### config.mk
export PLATFORM = sky130hd
export DESIGN_NAME = register_file_rename
export DESIGN_NICKNAME = d
export VERILOG_FILES = /design/src/rtl/register_file_rename_pkg.sv /design/src/rtl/register_file_rename_read_port.sv /design/src/rtl/register_file_rename.sv
export SDC_FILE = /design/constraint.sdc
export NUM_CORES = 2
export LEC_CHECK = 0
export ABC_CLOCK_PERIOD_IN_PS = 4700
export BUFFER_PORTS_ARGS = -buffer_cell sky130_fd_sc_hd__buf_2
export CAP_MARGIN = 20
export CORE_AREA = 2 2 516 518
export DETAILED_ROUTE_END_ITERATION = 10
export DIE_AREA = 0 0 518 520
export SLEW_MARGIN = 15
export SYNTH_ARGS = -nofsm -noshare
export SYNTH_HDL_FRONTEND = slang
export SYNTH_HIERARCHICAL = 1
export SYNTH_SLANG_ARGS = --single-unit
### constraint.sdc
create_clock -name clk_in -period 4.7 [get_ports clk_in]
set_clock_uncertainty 0.15 [all_clocks]
set_input_delay 0.94 -clock clk_in [delete_from_list [all_inputs] [get_ports clk_in]]
set_output_delay 0.94 -clock clk_in [all_outputs]
set_load 0.005 [all_outputs]
### src/rtl/register_file_rename_pkg.sv
// Shared constants for the renamed architectural register file.
package register_file_rename_pkg;

    localparam int ROB_BITS_DEF = 4;
    localparam int REG_NUM      = 32;
    localparam int REG_ADDR_W   = 5;
    localparam logic [REG_ADDR_W-1:0] ZERO_REG = '0;

endpackage

### src/rtl/register_file_rename_read_port.sv
// One read port: stored-state lookup plus forwarding of a same-cycle matching commit.
module regfile_read_port
    import register_file_rename_pkg::*;
#(
    parameter int ROB_BITS = ROB_BITS_DEF
) (
    input  logic                  i_rdy,
    input  logic [REG_ADDR_W-1:0] i_rs_id,
    input  logic [31:0]           i_value [0:REG_NUM-1],
    input  logic                  i_busy  [0:REG_NUM-1],
    input  logic [ROB_BITS-1:0]   i_tag   [0:REG_NUM-1],
    input  logic [REG_ADDR_W-1:0] i_commit_rd,
    input  logic [31:0]           i_commit_value,
    input  logic [ROB_BITS-1:0]   i_commit_tag,
    output logic [31:0]           o_value,
    output logic                  o_busy,
    output logic [ROB_BITS-1:0]   o_tag
);

    logic                w_busy;
    logic [ROB_BITS-1:0] w_tag;
    logic                w_fwd;

    assign w_busy = i_busy[i_rs_id];
    assign w_tag  = i_tag[i_rs_id];

    // Only a commit that actually releases the tag is forwarded; a stale commit is invisible.
    assign w_fwd = i_rdy && (i_rs_id != ZERO_REG) && (i_rs_id == i_commit_rd)
                   && w_busy && (w_tag == i_commit_tag);

    always_comb begin
        o_value = i_value[i_rs_id];
        o_busy  = w_busy;
        o_tag   = w_tag;
        if (i_rs_id == ZERO_REG) begin
            o_value = '0;
            o_busy  = 1'b0;
            o_tag   = '0;
        end else if (w_fwd) begin
            o_value = i_commit_value;
            o_busy  = 1'b0;
            o_tag   = '0;
        end
    end

endmodule

### src/rtl/register_file_rename.sv
// Architectural register file with per-register RoB rename tags and two forwarding read ports.
module register_file_rename
    import register_file_rename_pkg::*;
#(
    parameter int ROB_BITS = ROB_BITS_DEF
) (
    input  logic                  clk_in,
    input  logic                  rst_in,
    input  logic                  rdy_in,
    input  logic [REG_ADDR_W-1:0] issue_rd,
    input  logic [ROB_BITS-1:0]   issue_tag,
    input  logic [REG_ADDR_W-1:0] commit_rd,
    input  logic [31:0]           commit_value,
    input  logic [ROB_BITS-1:0]   commit_tag,
    input  logic                  rob_clear,
    input  logic [REG_ADDR_W-1:0] rs1_id,
    output logic [31:0]           rs1_value,
    output logic                  rs1_busy,
    output logic [ROB_BITS-1:0]   rs1_tag,
    input  logic [REG_ADDR_W-1:0] rs2_id,
    output logic [31:0]           rs2_value,
    output logic                  rs2_busy,
    output logic [ROB_BITS-1:0]   rs2_tag
);

    logic [31:0]         r_value [0:REG_NUM-1];
    logic                r_busy  [0:REG_NUM-1];
    logic [ROB_BITS-1:0] r_tag   [0:REG_NUM-1];

    // Per-register update; later assignments override earlier ones, giving clear > issue > commit.
    always_ff @(posedge clk_in or negedge rst_in) begin
        if (!rst_in) begin
            for (int i = 0; i < REG_NUM; i++) begin
                r_value[i] <= '0;
                r_busy[i]  <= 1'b0;
                r_tag[i]   <= '0;
            end
        end else if (rdy_in) begin
            for (int i = 0; i < REG_NUM; i++) begin
                if (i != 0) begin
                    if (commit_rd == REG_ADDR_W'(i)) begin
                        r_value[i] <= commit_value;
                        if (r_busy[i] && (r_tag[i] == commit_tag)) begin
                            r_busy[i] <= 1'b0;
                            r_tag[i]  <= '0;
                        end
                    end
                    if (rob_clear) begin
                        r_busy[i] <= 1'b0;
                        r_tag[i]  <= '0;
                    end else if (issue_rd == REG_ADDR_W'(i)) begin
                        r_busy[i] <= 1'b1;
                        r_tag[i]  <= issue_tag;
                    end
                end
            end
        end
    end

    regfile_read_port #(.ROB_BITS(ROB_BITS)) u_rd_port1 (
        .i_rdy          (rdy_in),
        .i_rs_id        (rs1_id),
        .i_value        (r_value),
        .i_busy         (r_busy),
        .i_tag          (r_tag),
        .i_commit_rd    (commit_rd),
        .i_commit_value (commit_value),
        .i_commit_tag   (commit_tag),
        .o_value        (rs1_value),
        .o_busy         (rs1_busy),
        .o_tag          (rs1_tag)
    );

    regfile_read_port #(.ROB_BITS(ROB_BITS)) u_rd_port2 (
        .i_rdy          (rdy_in),
        .i_rs_id        (rs2_id),
        .i_value        (r_value),
        .i_busy         (r_busy),
        .i_tag          (r_tag),
        .i_commit_rd    (commit_rd),
        .i_commit_value (commit_value),
        .i_commit_tag   (commit_tag),
        .o_value        (rs2_value),
        .o_busy         (rs2_busy),
        .o_tag          (rs2_tag)
    );

endmodule

==> results.json <==
{
  "syn_avg_cell_area_um2": 14.27,
  "htree_num_levels": 3,
  "grt_max_degree": 129,
  "reg2reg_slack_ps": 2980,
  "fillers": 26430,
  "worst-slew-pin-transition_ps": 1215,
  "wl_per_cell_um": 26.93,
  "worstSetupStartpointType": "input pin",
  "holdWs_ps": 154.7,
  "slew_headroom": 0.1883,
  "crit_buf_inv": 4,
  "initial_core_util": 0.2490,
  "yosysSeqAreaShare": 0.4368,
  "routed_wirelength_mm": 226.5,
  "synth.distinct_cells": 45,
  "antenna_found_initial": 9,
  "port_buffers": 137,
  "antenna_left": 0,
  "async_reset_ff_frac": 1.000,
  "drc": 0,
  "violations": "negative setup slack",
  "netSwitchingFraction": 0.2894,
  "intPower_mw": 21.97,
  "arrival_ps": 3940,
  "crit_required_ps": 3610,
  "reg2reg_depth": 5,
  "yosysMostFrequentCell": "dfrtp_1",
  "critPathSlowestCell": "or4_4",
  "hold_viol_final": 0,
  "netlist_area_um2": 65720,
  "synth.top_cell.area_share": 0.4368,
  "clock_latency_ps": 760,
  "fin_crit_ps": 5032,
  "p_per_area_nw_per_um2": 399.6,
  "ys.flop_type": "dfrtp_1",
  "rows": 189,
  "core_um2": 263900,
  "status": "finished with violations",
  "grt_overflow_total": 0,
  "grt_pass1_vias": 45600,
  "yosys.area.top_type": "dfrtp_1",
  "rsz0062_at_grt": "true",
  "cts_tree": "yes",
  "peakVddDrop_mv": 0.3639,
  "cts.sinks": 1147,
  "cap_violations": 0,
  "path_cells": "buf_6, nor2b_2, a22oi_1, a21oi_1, nor4_2, xor2_1, or4_4, or2_4, buf_6, a21oi_2, buf_4, buf_6",
  "cts-hold-fix-buffers": 0,
  "timing.rr.start": "r_tag[24]$_DFFE_PN0P_",
  "leakagePower_nw": 31.74,
  "vias": 44900,
  "hold_class": "in2async",
  "synth-seq-cells": 1147,
  "seq_power_share": 0.433,
  "die_x_um": 518,
  "syn2layout_area_growth_pct": 17.72,
  "yosys_warnings": 80,
  "drv_slew": 0,
  "totalNegativeSetupSlack_ps": -19520,
  "max_stage_delay_ps": 640,
  "synth.area.top_cells": "dfrtp_1 44%, mux4_2 23%, mux2_2 17%",
  "post-route-worst-setup-slack_ps": -331.5,
  "fin_crit_sh": 1.071,
  "dp_slack_ps": -811.0,
  "drive_gt1_frac": 0.5054,
  "path_max_fanout": 15,
  "p_clk_frac": 0.326,
  "cts_root_buf": "clkbuf_16",
  "synth_cells": 4604,
  "numCtsBuffers": 115,
  "ioPinCount": 138,
  "fmax_ghz": 0.1987,
  "chipHeight_um": 520,
  "cp_common_cell": "buf_6",
  "vias_per_cell": 5.339,
  "path_class": "in2out",
  "drtPass1Iterations": 6,
  "setup.worst_path.end_class": "output pin",
  "crit_family": "simple AND/OR/NAND/NOR gates",
  "r2r-end": "r_tag[27]$_DFFE_PN0P_",
  "grt_pass1_wl_mm": 328.1,
  "drtIter0Drc": 4329,
  "ctsLongestPathBuffers": 3,
  "synth_edf_count": 0,
  "clk_pin_slew_worst_paths_ps": 60,
  "die_area_um2": 269400,
  "hpwl_mm": 137.7,
  "final_nets": 4842,
  "place.gp.congestion": 0.9097,
  "setup_violations": 74,
  "combPwrFrac": 0.240,
  "critical_path_depth": 12,
  "yosys-top-cells-count": "1147 x dfrtp_1, 979 x mux2_2, 660 x mux4_2",
  "power_switching_mw": 8.947,
  "grt.total_usage": 0.1635
}
## metal layers
layer,vias up,share of wire,GRT usage
met2,1949,0.46,0.2558
met3,418,0.080,0.03504
met1,24390,0.43,0.2258
met4,2,0.031,0.05096
met5,-,0.000031,0
li1,18150,-,-
## worst max path at each step
stage | to | from | slack (ps)
2_1_floorplan | rs2_value[11] | rs2_id[1] | -80
3_3_place_gp | rs2_value[9] | rs2_id[2] | -840
6_report | rs2_value[8] | rs2_id[2] | -330
5_1_grt | rs2_value[11] | r_tag[67]$_DFFE_PN0P_ | -410
3_5_place_dp | rs2_value[11] | rs2_id[2] | -810
4_1_cts | rs1_value[11] | r_tag[64]$_DFFE_PN0P_ | -410
## cells by family (layout without fill, tap and decap cells)
family / count (synthesis) / after routing / share of synthesized area
buffers and inverters: 475 / 673 / 0.03233
DFF: 1147 / 1147 / 0.4368
and+or+nand+nor: 474 / 474 / 0.03581
AOI/OAI and AO/OA: 535 / 535 / 0.04977
xor gates and xnor gates: 142 / 142 / 0.01892
other: 1 / 77 / 0.00005706
muxes: 1830 / 1830 / 0.4264
## power by group through the flow
stage	clock network, mW	registers, mW	logic, mW
floorplan	0	12.9	5.06
global placement	0	13.3	7.02
detailed placement	0	13.5	7.18
CTS	10.3	13.3	7.36
global route	10.7	13.6	7.92
finish	10.1	13.4	7.43
## layout make-up
cell class                 count  area (µm²)  share of cell area
clock buffer                 161        3362             0.04346
tap                         3533        4420             0.05714
clock inverter                53       760.7            0.009833
antenna                        3       7.507          0.00009704
sequential                  1147       28720              0.3712
multi-input combinational   3055       35970              0.4649
timing repair buffer         458        4121             0.05327
inverter                       1       6.256          0.00008086
## state kept, by name, summed over array words and instances (netlist names)
register	cells
r_tag	124
r_busy	31
r_value	992
## repair_timing
action / CTS / global route
cloned: 1 / 2
pin swaps: 6 / 10
endpoints found under the hold margin: 0 / 0
endpoints found under the setup margin: 74 / 74
gates resized for setup: 115 / 81
buffers inserted: 12 / 18
## metrics by stage
step	cell area, µm²	power (mW)	std cells	utilization
floorplan	66000	17.98	4677	-
finish	77370	30.91	8411	0.2932
global placement	72060	20.32	8161	0.2730
global route	77360	32.21	8408	0.2931
detailed placement	72060	20.69	8161	0.2730
CTS	76800	30.95	8388	0.2910
## placed cells by master, fill, tap and decap left out, types with 11 or more instances in the layout
cell type | synthesis | routed
dfrtp_1 | 1147 | 1135
mux2_2 | 979 | 975
mux4_2 | 660 | 664
buf_4 | 0 | 246
nand2_1 | 198 | 183
mux2i_1 | 160 | 158
o21ai_0 | 156 | 154
a22oi_1 | 154 | 153
xnor2_1 | 136 | 134
clkbuf_16 | 0 | 118
buf_2 | 135 | 116
a21oi_1 | 144 | 95
conb_1 | 1 | 74
buf_12 | 6 | 54
a21oi_2 | 0 | 47
nand3_1 | 46 | 46
nand4_1 | 38 | 38
nor2_1 | 48 | 34
buf_6 | 10 | 30
nor3_1 | 30 | 29
clkbuf_8 | 0 | 29
clkinv_2 | 0 | 28
nand2b_1 | 24 | 23
nor2b_1 | 26 | 22
o31ai_1 | 52 | 22
mux2_1 | 19 | 19
o31ai_2 | 0 | 19
clkbuf_1 | 254 | 16
a211oi_1 | 16 | 15
bufinv_16 | 0 | 14
nor2_4 | 0 | 12
nor3b_1 | 15 | 12
dfrtp_2 | 0 | 12
nand2_4 | 0 | 11
o31ai_4 | 0 | 11
Power figures use the tool's default switching activity.
